===== src/rtl/spart_pkg.sv =====
// Shared SPART types and constants for the receive and transmit control blocks.
package spart_pkg;

  typedef enum logic [1:0] {
    IDLE  = 2'd0,
    START = 2'd1,
    DATA  = 2'd2,
    STOP  = 2'd3
  } tx_state_t;

  localparam logic [1:0] ADDR_DATA = 2'b00;
  localparam int         DATA_BITS = 8;
  localparam logic       START_BIT = 1'b0;
  localparam logic       STOP_BIT  = 1'b1;

endpackage


===== src/rtl/transmit_shift_register.sv =====
// Frame data shifter: loads a byte, shifts one bit per baud tick while enabled.
// Exposes the bit on the line now and the bit that follows it; no backpressure.
module transmit_shift_register
  import spart_pkg::*;
#(
  parameter int MSB_FIRST = 1
) (
  input  logic                 clk,
  input  logic                 rst,
  input  logic                 baud,
  input  logic                 load,
  input  logic                 shift_en,
  input  logic [DATA_BITS-1:0] load_data,
  output logic                 cur_bit,
  output logic                 next_bit
);

  logic [DATA_BITS-1:0] sr;

  always_ff @(posedge clk) begin
    if (rst) begin
      sr <= '0;
    end else if (load) begin
      sr <= load_data;
    end else if (baud && shift_en) begin
      if (MSB_FIRST != 0) sr <= {sr[DATA_BITS-2:0], 1'b0};
      else                sr <= {1'b0, sr[DATA_BITS-1:1]};
    end
  end

  assign cur_bit  = (MSB_FIRST != 0) ? sr[DATA_BITS-1] : sr[0];
  assign next_bit = (MSB_FIRST != 0) ? sr[DATA_BITS-2] : sr[1];

endmodule


===== src/rtl/transmit_control.sv =====
// UART transmitter: bus writes buffered in a DEPTH-entry FIFO, framed as start/8 data/stop on txd.
// Start bit on the first baud edge after the push; writes to a full FIFO are dropped and latch overflow.
module transmit_control
  import spart_pkg::*;
#(
  parameter int DEPTH     = 4,
  parameter int MSB_FIRST = 1
) (
  input  logic       clk,
  input  logic       rst,
  input  logic       baud,
  input  logic       transmit_enable,
  input  logic [1:0] ioaddr,
  input  logic [7:0] data_in,
  output logic       txd,
  output logic       tbr,
  output logic       tx_busy,
  output logic       overflow
);

  localparam int PW = $clog2(DEPTH);
  localparam int CW = PW + 1;
  localparam int BW = $clog2(DATA_BITS);
  localparam logic [CW-1:0] FULL     = CW'(DEPTH);
  localparam logic [BW-1:0] LAST_BIT = BW'(DATA_BITS - 1);

  logic [DATA_BITS-1:0] mem [DEPTH];
  logic [PW-1:0]        head;
  logic [PW-1:0]        tail;
  logic [CW-1:0]        count;

  tx_state_t     state, state_nxt;
  logic [BW-1:0] bitcnt, bitcnt_nxt;
  logic          txd_nxt;
  logic          pop, load, shift_en;
  logic          cur_bit, next_bit;
  logic          push_req, push;

  assign push_req = transmit_enable && (ioaddr == ADDR_DATA);
  // A pop on the same edge frees the slot, so a full FIFO still accepts the write.
  assign push     = push_req && ((count != FULL) || pop);

  always_ff @(posedge clk) begin
    if (push) mem[tail] <= data_in;
  end

  always_ff @(posedge clk) begin
    if (rst) begin
      head     <= '0;
      tail     <= '0;
      count    <= '0;
      overflow <= 1'b0;
    end else begin
      if (push) tail <= tail + 1'b1;
      if (pop)  head <= head + 1'b1;
      case ({push, pop})
        2'b10:   count <= count + 1'b1;
        2'b01:   count <= count - 1'b1;
        default: count <= count;
      endcase
      if (push_req && !push) overflow <= 1'b1;
    end
  end

  assign tbr     = (count != FULL);
  assign tx_busy = (state != IDLE) || (count != '0);

  always_comb begin
    state_nxt  = state;
    bitcnt_nxt = bitcnt;
    txd_nxt    = txd;
    pop        = 1'b0;
    load       = 1'b0;
    shift_en   = 1'b0;
    if (baud) begin
      case (state)
        IDLE, STOP: begin
          // STOP shares IDLE's logic: a queued byte follows the stop bit with no idle gap.
          if (count != '0) begin
            pop       = 1'b1;
            load      = 1'b1;
            txd_nxt   = START_BIT;
            state_nxt = START;
          end else begin
            txd_nxt   = STOP_BIT;
            state_nxt = IDLE;
          end
        end
        START: begin
          txd_nxt    = cur_bit;
          bitcnt_nxt = '0;
          state_nxt  = DATA;
        end
        DATA: begin
          if (bitcnt != LAST_BIT) begin
            shift_en   = 1'b1;
            txd_nxt    = next_bit;
            bitcnt_nxt = bitcnt + 1'b1;
          end else begin
            txd_nxt   = STOP_BIT;
            state_nxt = STOP;
          end
        end
        default: begin
          txd_nxt   = STOP_BIT;
          state_nxt = IDLE;
        end
      endcase
    end
  end

  always_ff @(posedge clk) begin
    if (rst) begin
      state  <= IDLE;
      bitcnt <= '0;
      txd    <= STOP_BIT;
    end else begin
      state  <= state_nxt;
      bitcnt <= bitcnt_nxt;
      txd    <= txd_nxt;
    end
  end

  transmit_shift_register #(
    .MSB_FIRST (MSB_FIRST)
  ) u_shift (
    .clk       (clk),
    .rst       (rst),
    .baud      (baud),
    .load      (load),
    .shift_en  (shift_en),
    .load_data (mem[head]),
    .cur_bit   (cur_bit),
    .next_bit  (next_bit)
  );

endmodule


===== config.mk =====
export PLATFORM = sky130hd
export DESIGN_NAME = transmit_control
export DESIGN_NICKNAME = d
export VERILOG_FILES = /design/src/rtl/spart_pkg.sv /design/src/rtl/transmit_shift_register.sv /design/src/rtl/transmit_control.sv
export SDC_FILE = /design/constraint.sdc
export NUM_CORES = 1
export LEC_CHECK = 0
export ABC_AREA = 1
export CELL_PAD_IN_SITES_DETAIL_PLACEMENT = 0
export CELL_PAD_IN_SITES_GLOBAL_PLACEMENT = 1
export CORE_MARGIN = 8
export CORE_UTILIZATION = 30
export CTS_CLUSTER_SIZE = 30
export DETAILED_ROUTE_END_ITERATION = 6
export MAX_ROUTING_LAYER = met4
export PLACE_DENSITY_LB_ADDON = 0.1
export SYNTH_ARGS = -nofsm -noshare
export SYNTH_HDL_FRONTEND = slang
export SYNTH_HIERARCHICAL = 1
export SYNTH_SLANG_ARGS = --single-unit
export TNS_END_PERCENT = 30

===== constraint.sdc =====
create_clock -name clk -period 3.88 [get_ports clk]
set_input_delay 0.776 -clock clk [delete_from_list [all_inputs] [get_ports clk]]
set_output_delay 0.776 -clock clk [all_outputs]
set_load 0.01 [all_outputs]

==> impl_metrics.json <==
{
  "grt_remaining_overflow": 0,
  "worst_pin_slew_ns": 0.803,
  "synth_mux_area_share_pct": 0,
  "cp_max_fo": 8,
  "netlist_instances": 252,
  "finalSetupViolCount": 0,
  "yosys.area.top_type": "edfxtp_1",
  "die_area_sq_um": 11500,
  "preCtsSetupSlack_ns": 1.04,
  "postCtsHoldBufs": 0,
  "final_area_sq_um": 2830,
  "post-cts-setup-buffer-count": 0,
  "fp-row-count": 33,
  "synth_area_leaders": "edfxtp_1 (38%), dfxtp_1 (19%), nand2_1 (5.6%)",
  "antennaDiodeCount": 0,
  "hp-class": "reg -> reg",
  "fillers": 836,
  "nets": 295,
  "power.leakage_nw": 1.02,
  "synth_edf_count": 32,
  "synth_compound_area_share_pct": 12.7,
  "timing.final.hold_violations": 0,
  "cts_resized": 0,
  "end_kind": "flop",
  "pwr-share-clk_pct": 23.6,
  "cp.required_ns": 3.81,
  "grt_pass1_vias": 1700,
  "clockBufferDepth": 2,
  "status": "completed",
  "seq_area_frac_synth_pct": 57.7,
  "initial_utilization_pct": 30.7,
  "synth-xor-area-share_pct": 0,
  "yosys.area_share.simple_pct": 18.1,
  "cts_max_level": 2,
  "grt_pass1_wl_mm": 8.49,
  "dp_cells": 369,
  "boundaryPins": 18,
  "power_density_nw_per_um2": 446,
  "setup_ws_ns": 1.39,
  "fin_cells": 376,
  "synth_nets": 276,
  "yosys_register_bits": 56,
  "syn_avg_cell_area_sq_um": 9.91,
  "arrival_ns": 2.42,
  "core_area_sq_um": 8130,
  "rsz0062_at_grt": "no",
  "die_h_um": 107,
  "timing.setup.tns_ns": 0,
  "synth_top_area_share_pct": 38.5,
  "area_growth_pct": 13.5,
  "clk_pin_slew_ns": 0.10,
  "crit_type": "in -> reg",
  "synth_top_family_by_area": "simple AND/OR/NAND/NOR gates",
  "die_w_um": 107,
  "track_usage_pct": 9.71,
  "ir_drop_uv": 159,
  "cts.sinks": 56,
  "postRouteAntennaNets": 0,
  "period_needed_ns": 2.49,
  "slew_headroom_pct": 46.3,
  "drv_slew": 0,
  "fmax_ghz": 0.401,
  "dp_hpwl_mm": 3.55,
  "drcViolationCount": 0,
  "p_switching_w": 0.000380,
  "root_buffer": "clkbuf_8",
  "post-synth-top-count-cell": "nand2_1",
  "grt_start_max_net_pins": 18,
  "antenna_found_initial": 0,
  "first_pass_iters": 4,
  "synth_commonest_cells": "nand2_1 (37), edfxtp_1 (32), nor2_1 (32)",
  "clock_latency_ns": 0.30,
  "io_buffers": 17,
  "wl_per_cell_um": 13.3,
  "cp-start-kind": "primary input",
  "dominantRegCellSynth": "edfxtp_1",
  "synth_fa_ha_area_share_pct": 5.31,
  "ys_warn_count": 6,
  "synthArstFlopShare_pct": 0,
  "drive_gt1_share_pct": 9.23,
  "p_int_w": 0.000884,
  "place_congestion": 0.716,
  "power_frac_seq_pct": 54.5,
  "finClkSkew_ns": 0.0118,
  "swShare_pct": 30.1,
  "placed_area_sq_um": 2760,
  "cts-buffers-inserted": 5,
  "drtIter0Drc": 30,
  "postRouteWirelength_mm": 5.00,
  "finalCritPeriodShare_pct": 64.3,
  "viasPerCell": 4.55,
  "share_comb_of_total_power_pct": 21.9,
  "synth_cell_types": 28,
  "syn_area_sq_um": 2500,
  "cts_tree": "built",
  "drv_cap": 0,
  "via_count": 1710,
  "final_util_pct": 34.8
}
-- worst max-delay path, stage by stage --
cell	delay, ns
clkdlybuf4s50_1	0.66
nand3_4	0.15
nand3_2	0.13
nand2_4	0.08
nor2_1	0.62
-- state kept, by name, summed over array words and instances, names as in the netlist, named ones only --
name        count
bitcnt          3
mem            32
tail            2
state           2
txd             1
head            2
overflow        1
u_shift/sr      8
count           3
-- final timing paths --
kind	start	to	slack (ns)	depth (start not counted)
worst min register to register	head[1]	head[1]	0.47	2
worst max register to register	state[0]	mem[1][6]	1.62	7
worst min-delay path	head[1]	head[1]	0.47	2
worst max-delay path	baud	mem[1][6]	1.39	5
-- through the flow --
| step | power [W] | hold slack, ns |
|---|---|---|
| after global placement | 0.000991 | 0.457 |
| after floorplan | 0.000907 | 0.436 |
| after global routing | 0.00135 | 0.510 |
| after CTS | 0.00129 | 0.478 |
| after detailed placement | 0.000985 | 0.462 |
| final | 0.00126 | 0.471 |
-- kinds of logic after synthesis --
group | Yosys count
simple gates | 98
compound gates | 57
flops | 56
buf+inv | 31
fa+ha+maj | 10
-- layer usage --
layer	track usage (%)	vias up	wire [um]
li1	-	891	-
met1	12.4	788	2480
met2	14.7	22	2320
met3	1.98	9	122
met4	3.92	0	75
met5	-	-	0
-- power groups by stage --
| stage | Sequential [W] | Clock (W) | Combinational, W |
|---|---|---|---|
| 2_1_floorplan | 0.000692 | 0 | 0.000216 |
| 3_3_place_gp | 0.000703 | 0 | 0.000287 |
| 3_5_place_dp | 0.000703 | 0 | 0.000282 |
| 4_1_cts | 0.000689 | 0.000312 | 0.000284 |
| 5_1_grt | 0.000695 | 0.000331 | 0.000319 |
| 6_report | 0.000689 | 0.000298 | 0.000277 |
-- final cells by class --
| cell class | count | area [sq um] | share of cell area, % |
|---|---|---|---|
| inverters | 25 | 101 | 3.58 |
| multi-input cells | 165 | 903 | 31.9 |
| well taps | 105 | 131 | 4.64 |
| flip-flops and latches | 56 | 1440 | 50.9 |
| repair buffers | 18 | 178 | 6.27 |
| clock inverters | 1 | 5.00 | 0.177 |
| clock buffers | 6 | 72.6 | 2.56 |
-- cells in the final DEF (no fill, tap or decap) --
| cell type | instances |
|---|---|
| nand2_1 | 37 |
| nor2_1 | 32 |
| edfxtp_1 | 32 |
| o21ai_0 | 27 |
| dfxtp_1 | 24 |
| inv_1 | 22 |
| a21oi_1 | 19 |
| clkdlybuf4s50_1 | 17 |
| nand3_1 | 13 |
| ha_1 | 9 |
| o22ai_1 | 8 |
| nand2_2 | 6 |
| clkbuf_8 | 5 |
| nand4_1 | 3 |
| inv_2 | 2 |
| nand2_4 | 2 |
| a21oi_2 | 2 |
| nor2_4 | 1 |
| nand3_4 | 1 |
| nand3_2 | 1 |
| nor3_1 | 1 |
| a211oi_4 | 1 |
| or2_2 | 1 |
| fa_1 | 1 |
| clkbuf_1 | 1 |
| clkinvlp_2 | 1 |
| buf_4 | 1 |
| inv_8 | 1 |
Power figures use the tool's default switching activity.
